### config.mk
export PLATFORM = sky130hd
export DESIGN_NAME = pin_input_sync
export DESIGN_NICKNAME = d
export VERILOG_FILES = /design/src/rtl/pin_input_sync.sv
export SDC_FILE = /design/constraint.sdc
export NUM_CORES = 1
export LEC_CHECK = 0
export ABC_AREA = 1
export CORE_UTILIZATION = 30
export DETAILED_ROUTE_END_ITERATION = 10
export PLACE_DENSITY_LB_ADDON = 0.05
export SYNTH_ARGS = -nofsm -noshare
export SYNTH_HDL_FRONTEND = slang
export SYNTH_SLANG_ARGS = --single-unit
### constraint.sdc
create_clock -name pllX16 -period 13.6 [get_ports pllX16]
set_input_delay 3.4 -clock pllX16 [delete_from_list [all_inputs] [get_ports pllX16]]
set_output_delay 3.4 -clock pllX16 [all_outputs]
set_load 0.01 [all_outputs]
### src/rtl/pin_input_sync.sv
// Pad input conditioning: multi-stage synchronizer, per-pin stability filter,
// output-value merge for pins driven locally, and registered rise/fall pulses.
module pin_input_sync #(
    parameter int unsigned      WIDTH         = 32,
    parameter int unsigned      SYNC_STAGES   = 2,
    parameter int unsigned      FILTER_CYCLES = 4,
    parameter logic [WIDTH-1:0] INIT          = '0
) (
    input  logic             pllX16,
    input  logic             res,
    input  logic [WIDTH-1:0] pin_in,
    input  logic [WIDTH-1:0] pin_dir,
    input  logic [WIDTH-1:0] pin_out,
    output logic [WIDTH-1:0] pin_sync,
    output logic [WIDTH-1:0] pin_rise,
    output logic [WIDTH-1:0] pin_fall
);

    localparam int unsigned    CntW    = $clog2(FILTER_CYCLES + 1);
    localparam logic [CntW-1:0] CntLast = CntW'(FILTER_CYCLES - 1);

    logic [WIDTH-1:0] sync_q [SYNC_STAGES];
    logic [WIDTH-1:0] sync_s;
    logic [WIDTH-1:0] filt_q, filt_d;
    logic [CntW-1:0]  cnt_q [WIDTH];
    logic [CntW-1:0]  cnt_d [WIDTH];
    logic [WIDTH-1:0] hist_q;
    logic [WIDTH-1:0] rise_q, rise_d;
    logic [WIDTH-1:0] fall_q, fall_d;

    always_ff @(posedge pllX16 or posedge res) begin
        if (res) begin
            for (int k = 0; k < SYNC_STAGES; k++) begin
                sync_q[k] <= INIT;
            end
        end else begin
            sync_q[0] <= pin_in;
            for (int k = 1; k < SYNC_STAGES; k++) begin
                sync_q[k] <= sync_q[k-1];
            end
        end
    end

    assign sync_s = sync_q[SYNC_STAGES-1];

    // A new level is accepted only after FILTER_CYCLES consecutive disagreeing cycles.
    always_comb begin
        filt_d = filt_q;
        for (int i = 0; i < WIDTH; i++) begin
            cnt_d[i] = '0;
            if (sync_s[i] != filt_q[i]) begin
                if (cnt_q[i] == CntLast) begin
                    filt_d[i] = sync_s[i];
                end else begin
                    cnt_d[i] = cnt_q[i] + CntW'(1);
                end
            end
        end
    end

    always_ff @(posedge pllX16 or posedge res) begin
        if (res) begin
            filt_q <= INIT;
            for (int i = 0; i < WIDTH; i++) begin
                cnt_q[i] <= '0;
            end
        end else begin
            filt_q <= filt_d;
            for (int i = 0; i < WIDTH; i++) begin
                cnt_q[i] <= cnt_d[i];
            end
        end
    end

    // Locally driven pins bypass the synchronizer so cogs see their own outputs at once.
    assign pin_sync = (pin_dir & pin_out) | (~pin_dir & filt_q);

    always_comb begin
        rise_d = pin_sync & ~hist_q;
        fall_d = ~pin_sync & hist_q;
    end

    always_ff @(posedge pllX16 or posedge res) begin
        if (res) begin
            hist_q <= INIT;
            rise_q <= '0;
            fall_q <= '0;
        end else begin
            hist_q <= pin_sync;
            rise_q <= rise_d;
            fall_q <= fall_d;
        end
    end

    assign pin_rise = rise_q;
    assign pin_fall = fall_q;

endmodule

; Word-level counts from Yosys, hierarchy flattened
; Index checks and enable logic that the tools add are counted.
[word_totals]
ff_bits = 288
inputBits = 98
output_inout_bits = 96
elab_cells = 269
[classes]
add_sub_neg = 32
n_eq_ne = 64
n_mux = 64
bitwise_logic = 8
n_reduce_logical = 32
[ops]
columns = op, count
row1 = $mux 3, 64
row2 = $and 32x32->32, 4
row3 = $add 3x1->3 const B, 32
row4 = $eq 3x2->1 const B, 32
row5 = $not 32->32, 3
row6 = $reduce_and 2->1, 32
row7 = $ne 1x1->1, 32
row8 = $or 32x32->32, 1

; Longest topological paths before layout
; Gate-level depths: netlist of run 1.
[logic_depth]
ltp_word = 5
mapped_depth = 4
mapped_depth_nobuf = 4

; Least setup slack after synthesis of run 1
; No wires, ideal clock.
[synth_timing]
kind = input to output
from = input pin_dir[15]
to = output pin_sync[15]
t_arrival_ns = 3.604
required_ns = 10.200
path_slack_ns = 6.596
stages = 3
path_buffers = 0
path_cell_list = inv_1 nand2_1 nand2_1
[synth_via]
elab_chain_cells = 3
word_cells_on_any_way = 4
classes_between = bitwise: 4
[synth_lines]
columns = element, line_no
row1 = start: declaration, 12  ; input logic [WIDTH-1:0] pin_dir,
row2 = $not 32->32, 76  ; assign pin_sync = (pin_dir & pin_out) | (~pin_dir & filt_q);
row3 = $and 32x32->32, 76
row4 = $or 32x32->32 (*), 76
row5 = end: declaration, 14  ; output logic [WIDTH-1:0] pin_sync,
; Every way passes the cells marked *; elsewhere a longest branch is shown, timed or not.

; Final worst setup path of run 1
[layout_timing]
from = input pin_dir[21]
to = output pin_sync[21]
; The elaborated chain is that of the path after synthesis.

==> report_table.html, run 1 <==
<table>
<tr><th>Metric</th><th>Value</th></tr>
<tr><th colspan="2">STA</th></tr>
<tr><td>Part of the cycle the worst path needs</td><td>59.32%</td></tr>
<tr><td>Max Slew Vio Count</td><td>0</td></tr>
<tr><td>Final worst slack</td><td>5.532 ns</td></tr>
<tr><td>Number of setup violations in the final report</td><td>0</td></tr>
<tr><td>FMAX</td><td>0.1239 GHz</td></tr>
<tr><td>Count of final hold-check violations</td><td>0</td></tr>
<tr><td>Least-Margin Pin Slew</td><td>0.8766 ns</td></tr>
<tr><td>Worst setup skew after layout</td><td>0.007085 ns</td></tr>
<tr><td>Fin Setup TNS</td><td>0 ns</td></tr>
<tr><td>Final critical delay including setup and external delays</td><td>8.068 ns</td></tr>
<tr><td>Worst-case headroom to the max-slew limit</td><td>41.56%</td></tr>
<tr><td>Unrepaired setup endpoints after global routing</td><td>false</td></tr>
<tr><th colspan="2">Power</th></tr>
<tr><td>Pwr per Cell Area</td><td>183.5 nW/um2</td></tr>
<tr><td>Static leakage</td><td>7.358 nW</td></tr>
<tr><td>IR Drop Worst-Case VDD</td><td>82.50 uV</td></tr>
<tr><td>Total power</td><td>2.632 mW</td></tr>
<tr><th colspan="2">Detailed routing</th></tr>
<tr><td>Pre-Repair DR Iteration Count</td><td>4</td></tr>
<tr><td>Drt first-iter violations</td><td>220</td></tr>
<tr><td>Wire length reported by the detailed router</td><td>18.92 mm</td></tr>
<tr><td>Detail Route Antenna Nets</td><td>0</td></tr>
<tr><td>Routed WL per cell</td><td>10.35 um</td></tr>
<tr><td>Total via count after detailed routing</td><td>7118</td></tr>
<tr><td>Vias per Instance</td><td>3.896</td></tr>
<tr><td>Number of remaining DRC errors</td><td>0</td></tr>
<tr><th colspan="2">Clocking</th></tr>
<tr><td>Buffer depth of the longest clock path</td><td>3</td></tr>
<tr><td>Number of buffers created by CTS</td><td>34</td></tr>
<tr><td>Clock tree from TritonCTS</td><td>built</td></tr>
<tr><td>CTS H-Tree Depth</td><td>2</td></tr>
<tr><td>Count of hold buffers inserted by post-cts repair</td><td>0</td></tr>
<tr><td>Resized Gates After CTS</td><td>0</td></tr>
<tr><td>Post-CTS Setup Inserts</td><td>0</td></tr>
<tr><td>Clock-pin slew on the worst setup and hold paths</td><td>0.05 ns</td></tr>
<tr><td># clock sinks</td><td>288</td></tr>
<tr><td>Clock insertion delay at the later pin of the skew report</td><td>0.50 ns</td></tr>
<tr><td>Clk Tree Root Cell</td><td>clkbuf_16</td></tr>
<tr><th colspan="2">Flow run</th></tr>
<tr><td>Count of max-cap constraint violations</td><td>0</td></tr>
<tr><th colspan="2">Min path</th></tr>
<tr><td>Number of cells on the worst hold path</td><td>0</td></tr>
<tr><td>Hold Path End</td><td>sync_s[14]</td></tr>
<tr><td>Class of the worst hold path</td><td>flop to flop</td></tr>
<tr><td>Hold_sp</td><td>sync_q[46]</td></tr>
<tr><th colspan="2">Worst setup path</th></tr>
<tr><td>Capture point of the worst reg-to-reg path</td><td>cnt_q[28]</td></tr>
<tr><td>R2R depth</td><td>4</td></tr>
<tr><td>Maximum fanout along the worst path</td><td>3</td></tr>
<tr><td>Worst Path Required</td><td>10.20 ns</td></tr>
<tr><td>Startpoint of the most critical register-to-register path</td><td>cnt_q[27]</td></tr>
<tr><td>CP Data Arrival Time</td><td>4.67 ns</td></tr>
<tr><td>Setup Crit Path Kind</td><td>input port to output pin</td></tr>
<tr><td>Category of the worst setup path capture point</td><td>output pin</td></tr>
<tr><td>Reg2reg setup slack</td><td>12.64 ns</td></tr>
<tr><td>Crit start category</td><td>input port</td></tr>
<tr><th colspan="2">Place</th></tr>
<tr><td>Worst slack after detailed placement</td><td>5.541 ns</td></tr>
<tr><td>Cell area reported after detailed placement</td><td>13260 um2</td></tr>
<tr><td>HPWL Detailed</td><td>12.69 mm</td></tr>
<tr><td>Final weighted congestion of routability-driven global placement</td><td>0.7303</td></tr>
<tr><td>Number of buffers inserted by port buffering</td><td>193</td></tr>
<tr><th colspan="2">Global route</th></tr>
<tr><td>Total gr overflow</td><td>0</td></tr>
<tr><td>Global-route wire length before repair</td><td>32.51 mm</td></tr>
<tr><td>Number of antenna violations at the first check in global routing</td><td>2</td></tr>
<tr><td>GRT Resource Usage Total</td><td>10.95%</td></tr>
<tr><td>Number of global-route vias before repair</td><td>6977</td></tr>
<tr><td>Pin count of the biggest net entering global routing</td><td>126</td></tr>
<tr><th colspan="2">Floorplan</th></tr>
<tr><td>Width of the die</td><td>191.1 um</td></tr>
<tr><td>Number of primary I/O pins</td><td>194</td></tr>
<tr><td>Chip height</td><td>191.1 um</td></tr>
<tr><td>Die area</td><td>36510 um2</td></tr>
<tr><td>Total number of placement rows</td><td>68</td></tr>
<tr><td>Effective utilization at floorplan</td><td>30.74%</td></tr>
<tr><td>Total core area</td><td>34880 um2</td></tr>
<tr><th colspan="2">Yosys</th></tr>
<tr><td>Seq/Total Area, Yosys</td><td>67.20%</td></tr>
<tr><td>Warning count from the yosys run</td><td>0</td></tr>
<tr><td>Synth Instances</td><td>1121</td></tr>
<tr><td>Unique masters post-synth</td><td>8</td></tr>
<tr><td>Simple-gate portion of the synthesized area</td><td>19.34%</td></tr>
<tr><td>Area of the mapped netlist</td><td>10720 um2</td></tr>
<tr><td>Number of synthesized register bits</td><td>288</td></tr>
<tr><td>Adder-cell area share of the yosys netlist</td><td>3.734%</td></tr>
<tr><td>Post-Synthesis Net Count</td><td>1251</td></tr>
<tr><td>Dominant combinational cell family by area after synthesis</td><td>simple AND/OR/NAND/NOR gates</td></tr>
<tr><td>Area fraction in compound gates after synthesis</td><td>1.493%</td></tr>
<tr><td>Xor-xnor portion of the synthesized cell area</td><td>0%</td></tr>
<tr><td>Share of cell area taken by muxes after synthesis</td><td>0%</td></tr>
<tr><td>Post-synthesis area per instance</td><td>9.566 um2</td></tr>
<tr><th colspan="2">Run status</th></tr>
<tr><td>Run status</td><td>finished clean</td></tr>
<tr><th colspan="2">Final layout</th></tr>
<tr><td>Post-layout net count</td><td>1483</td></tr>
<tr><td>Final Util</td><td>41.12%</td></tr>
<tr><td>Number of inserted diodes</td><td>0</td></tr>
<tr><td>Final cell area excluding filler cells</td><td>14340 um2</td></tr>
<tr><td>Layout cells sized above 1</td><td>4.373%</td></tr>
<tr><td>Post-synthesis to final-layout area growth</td><td>33.74%</td></tr>
</table>
[synth_stat cells (all sizes together)]
cell,n,area share [%]
inv,235,8.2
dfrtp,288,67
nor2,128,4.5
ha,32,3.7
nand3,32,1.5
a21oi,32,1.5
nand2,374,13
[placed cells by master (no fill, tap or decap), types with 2 or more instances in the layout]
master / netlist / routed
ha_1: 32 / 32
dfrtp_1: 288 / 288
nand2_1: 362 / 362
bufinv_16: 0 / 2
nor2_1: 128 / 128
nand2_2: 12 / 12
nand3_1: 32 / 32
clkbuf_8: 0 / 4
inv_1: 235 / 234
clkbuf_1: 0 / 11
clkdlybuf4s50_1: 0 / 193
a21oi_1: 32 / 32
buf_4: 0 / 3
clkbuf_16: 0 / 37
[critical path, stage by stage]
cell and delay [ns]:
clkdlybuf4s50_1 0.49, nand2_1 0.08, nand2_1 0.14, clkdlybuf4s50_1 0.56
[cell families after synthesis]
group                      count (synthesis)
and+or+nand+nor                          534
DFF                                      288
buffers and inverters                    235
AOI/OAI and AO/OA                         32
adders and majority gates                 32
[state kept, by name, summed over array words and instances (netlist names)]
signal	count
sync_s	32
pin_rise	32
hist_q	32
sync_q	32
filt_q	32
pin_fall	32
cnt_q	96
[metal layers]
layer / part of all wire (%) / vias up / global-route usage (%)
met5: 0.14 / - / 0
met3: 6.8 / 43 / 3.323
met2: 43 / 153 / 17.17
met1: 47 / 3159 / 14.00
li1: - / 3759 / -
met4: 3.2 / 4 / 4.548
[final cells by class]
class	count	area [um2]
Clock buffer	52	1022
Clock inverter	3	65.06
Fill cell	3388	20540
Inverter	235	889.6
Multi-Input combinational cell	598	2635
Sequential cell	288	7207
Tap cell	455	569.3
Timing Repair Buffer	196	1954
[worst max-delay path by stage]
| stage | startpoint | endpoint | slack (ns) | depth (start not counted) |
|---|---|---|---|---|
| final | pin_dir[21] | pin_sync[21] | 5.53 | 4 |
| after global routing | pin_dir[21] | pin_sync[21] | 5.47 | 4 |
| after CTS | pin_dir[21] | pin_sync[21] | 5.53 | 4 |
| after detailed placement | pin_dir[21] | pin_sync[21] | 5.54 | 4 |
| after global placement | pin_dir[21] | pin_sync[21] | 5.55 | 4 |
| after floorplan | res | cnt_q[0] | 2.25 | 1 |
[through the flow]
step           cells  hold WS, ns
6_report        1827       0.3459
5_1_grt         1827       0.3504
4_1_cts         1827       0.3460
3_5_place_dp    1772       0.3347
3_3_place_gp    1772       0.3313
2_1_floorplan   1121       0.3312
[report_power, final]
part           total [mW]  switching [mW]  internal, mW
Sequential           1.16           0.110          1.05
Combinational       0.592           0.308         0.285
Clock               0.880           0.329         0.551
Note: power is estimated with default switching activity, not from simulation.
==> run 2: changes to the inputs <==
- clock period: 13.6 -> 7.1 ns (I/O delays scaled with it)
==> report_table.html, run 2 (synthesis results as in run 1) <==
<table>
<tr><th>Metric</th><th>Value</th></tr>
<tr><th colspan="2">Place</th></tr>
<tr><td>Number of buffers inserted by port buffering</td><td>193</td></tr>
<tr><td>Cell area reported after detailed placement</td><td>13270 um2</td></tr>
<tr><td>Final weighted congestion of routability-driven global placement</td><td>0.7286</td></tr>
<tr><td>Total instance count after detailed placement</td><td>1773</td></tr>
<tr><td>Worst slack after detailed placement</td><td>2.236 ns</td></tr>
<tr><td>HPWL Detailed</td><td>12.88 mm</td></tr>
<tr><th colspan="2">Detailed routing</th></tr>
<tr><td>Drt first-iter violations</td><td>229</td></tr>
<tr><td>Wire length reported by the detailed router</td><td>19.07 mm</td></tr>
<tr><td>Vias per Instance</td><td>3.898</td></tr>
<tr><td>Number of remaining DRC errors</td><td>0</td></tr>
<tr><td>Pre-Repair DR Iteration Count</td><td>7</td></tr>
<tr><td>Routed WL per cell</td><td>10.40 um</td></tr>
<tr><td>Total via count after detailed routing</td><td>7149</td></tr>
<tr><td>Detail Route Antenna Nets</td><td>0</td></tr>
<tr><th colspan="2">Global route</th></tr>
<tr><td>Number of antenna violations at the first check in global routing</td><td>0</td></tr>
<tr><td>Total gr overflow</td><td>0</td></tr>
<tr><td>Global-route wire length before repair</td><td>32.99 mm</td></tr>
<tr><td>Pin count of the biggest net entering global routing</td><td>131</td></tr>
<tr><td>GRT Resource Usage Total</td><td>11.09%</td></tr>
<tr><td>Number of global-route vias before repair</td><td>7193</td></tr>
<tr><th colspan="2">Clocking</th></tr>
<tr><td>Number of buffers created by CTS</td><td>34</td></tr>
<tr><td>Buffer depth of the longest clock path</td><td>3</td></tr>
<tr><td>Clk Tree Root Cell</td><td>clkbuf_16</td></tr>
<tr><td>Resized Gates After CTS</td><td>0</td></tr>
<tr><td>Count of hold buffers inserted by post-cts repair</td><td>0</td></tr>
<tr><td>Clock insertion delay at the later pin of the skew report</td><td>0.50 ns</td></tr>
<tr><td># clock sinks</td><td>288</td></tr>
<tr><td>Clock tree from TritonCTS</td><td>built</td></tr>
<tr><td>Post-CTS Setup Inserts</td><td>0</td></tr>
<tr><td>CTS H-Tree Depth</td><td>2</td></tr>
<tr><td>Clock-pin slew on the worst setup and hold paths</td><td>0.05 ns</td></tr>
<tr><th colspan="2">Worst setup path</th></tr>
<tr><td>Reg2reg setup slack</td><td>6.13 ns</td></tr>
<tr><td>Setup Crit Path Kind</td><td>input port to output pin</td></tr>
<tr><td>R2R depth</td><td>4</td></tr>
<tr><td>Crit start category</td><td>input port</td></tr>
<tr><td>Capture point of the worst reg-to-reg path</td><td>cnt_q[13]</td></tr>
<tr><td>Worst path top cell family by delay</td><td>buffers and inverters</td></tr>
<tr><td>CP Data Arrival Time</td><td>3.06 ns</td></tr>
<tr><td>Max stage delay on crit path</td><td>0.62 ns</td></tr>
<tr><td>Startpoint of the most critical register-to-register path</td><td>cnt_q[12]</td></tr>
<tr><td>Buffer and inverter count on the worst path</td><td>2</td></tr>
<tr><td>Crit-path cells</td><td>clkdlybuf4s50_1, nand2_1, nand2_1, clkdlybuf4s50_1</td></tr>
<tr><td>Library cell contributing the largest single delay on the critical path</td><td>clkdlybuf4s50_1</td></tr>
<tr><td>Maximum fanout along the worst path</td><td>3</td></tr>
<tr><td>Worst Path Required</td><td>5.33 ns</td></tr>
<tr><td>Category of the worst setup path capture point</td><td>output pin</td></tr>
<tr><th colspan="2">STA</th></tr>
<tr><td>Number of setup violations in the final report</td><td>0</td></tr>
<tr><td>Count of final hold-check violations</td><td>0</td></tr>
<tr><td>Max Slew Vio Count</td><td>0</td></tr>
<tr><td>Worst setup skew after layout</td><td>0.005894 ns</td></tr>
<tr><td>Final worst slack</td><td>2.260 ns</td></tr>
<tr><td>Worst-case headroom to the max-slew limit</td><td>38.76%</td></tr>
<tr><td>Least-Margin Pin Slew</td><td>0.9187 ns</td></tr>
<tr><td>Part of the cycle the worst path needs</td><td>68.17%</td></tr>
<tr><td>FMAX</td><td>0.2066 GHz</td></tr>
<tr><td>Hold WS</td><td>0.3454 ns</td></tr>
<tr><td>Final critical delay including setup and external delays</td><td>4.840 ns</td></tr>
<tr><td>Unrepaired setup endpoints after global routing</td><td>false</td></tr>
<tr><td>Fin Setup TNS</td><td>0 ns</td></tr>
<tr><th colspan="2">Min path</th></tr>
<tr><td>Class of the worst hold path</td><td>flop to flop</td></tr>
<tr><td>Hold Path End</td><td>sync_s[31]</td></tr>
<tr><td>Number of cells on the worst hold path</td><td>0</td></tr>
<tr><td>Hold_sp</td><td>sync_q[63]</td></tr>
<tr><th colspan="2">Final layout</th></tr>
<tr><td>Total area of sequential cells</td><td>7207 um2</td></tr>
<tr><td>Max reg flops</td><td>96</td></tr>
<tr><td>Reg with most FFs</td><td>cnt_q</td></tr>
<tr><td>Final Util</td><td>41.24%</td></tr>
<tr><td>Post-synthesis to final-layout area growth</td><td>34.14%</td></tr>
<tr><td>Commonest cells after routing, fill and taps aside</td><td>nand2_1, dfrtp_1, inv_1, clkdlybuf4s50_1, nor2_1</td></tr>
<tr><td>Number of filler instances in the final layout</td><td>3433</td></tr>
<tr><td>Multi-input combinational cell area</td><td>2635 um2</td></tr>
<tr><td>Layout Cells excl Fill</td><td>1834</td></tr>
<tr><td>Layout cells sized above 1</td><td>5.004%</td></tr>
<tr><td>Post-layout net count</td><td>1484</td></tr>
<tr><td>Final cell area excluding filler cells</td><td>14390 um2</td></tr>
<tr><td>Number of inserted diodes</td><td>0</td></tr>
<tr><td>Most common cell after layout, fill and taps aside</td><td>nand2_1</td></tr>
<tr><th colspan="2">Floorplan</th></tr>
<tr><td>Effective utilization at floorplan</td><td>30.74%</td></tr>
<tr><td>Width of the die</td><td>191.1 um</td></tr>
<tr><td>Chip height</td><td>191.1 um</td></tr>
<tr><td>Number of primary I/O pins</td><td>194</td></tr>
<tr><td>Die area</td><td>36510 um2</td></tr>
<tr><td>Total number of placement rows</td><td>68</td></tr>
<tr><td>Total core area</td><td>34880 um2</td></tr>
<tr><th colspan="2">Flow run</th></tr>
<tr><td>Count of max-cap constraint violations</td><td>0</td></tr>
<tr><th colspan="2">Power</th></tr>
<tr><td>Total power</td><td>5.046 mW</td></tr>
<tr><td>IR Drop Worst-Case VDD</td><td>208.4 uV</td></tr>
<tr><td>Static leakage</td><td>7.386 nW</td></tr>
<tr><td>Pwr per Cell Area</td><td>350.8 nW/um2</td></tr>
<tr><th colspan="2">Run status</th></tr>
<tr><td>Run status</td><td>finished clean</td></tr>
</table>
-- run 2: cell types whose count changed in the layout (fill, tap and decap cells not counted) --
cell | previous run | this run
clkbuf_8 | 4 | 9
clkinvlp_4 | 0 | 1
clkbuf_1 | 11 | 9
buf_12 | 0 | 1
clkinv_2 | 1 | 6
bufinv_16 | 2 | 0
inv_8 | 1 | 0
-- run 2: worst max-delay path by stage --
stage                           start           end  slack (ns)  depth (start not counted)
after detailed placement  pin_dir[23]  pin_sync[23]        2.24                          4
after global placement    pin_dir[23]  pin_sync[23]        2.22                          4
after floorplan                   res      cnt_q[0]        1.51                          1
after global routing      pin_dir[23]  pin_sync[23]        2.17                          4
final                     pin_dir[23]  pin_sync[23]        2.26                          4
after CTS                 pin_dir[23]  pin_sync[23]        2.22                          4
-- run 2: where the power goes --
part,total (mW),internal (mW),switching (mW)
clock,1.69,1.04,0.649
combinational,1.14,0.546,0.593
sequential,2.22,2.01,0.207
total,5.05,3.60,1.45
-- run 2: layout make-up --
| class | count | share of cell area [%] |
|---|---|---|
| multi-input cells | 598 | 18.32 |
| inverters | 235 | 6.158 |
| flip-flops and latches | 288 | 50.10 |
| clock inverters | 6 | 0.2088 |
| repair buffers | 197 | 13.73 |
| clock buffers | 55 | 7.532 |
| well taps | 455 | 3.958 |
-- run 2: layer usage --
| layer | vias up | routed length, um | global-route usage, % |
|---|---|---|---|
| li1 | 3755 | - | - |
| met1 | 3211 | 8744 | 13.83 |
| met2 | 143 | 8587 | 18.16 |
| met3 | 40 | 1201 | 3.011 |
| met4 | 0 | 540 | 4.487 |
| met5 | - | 0 | 0 |
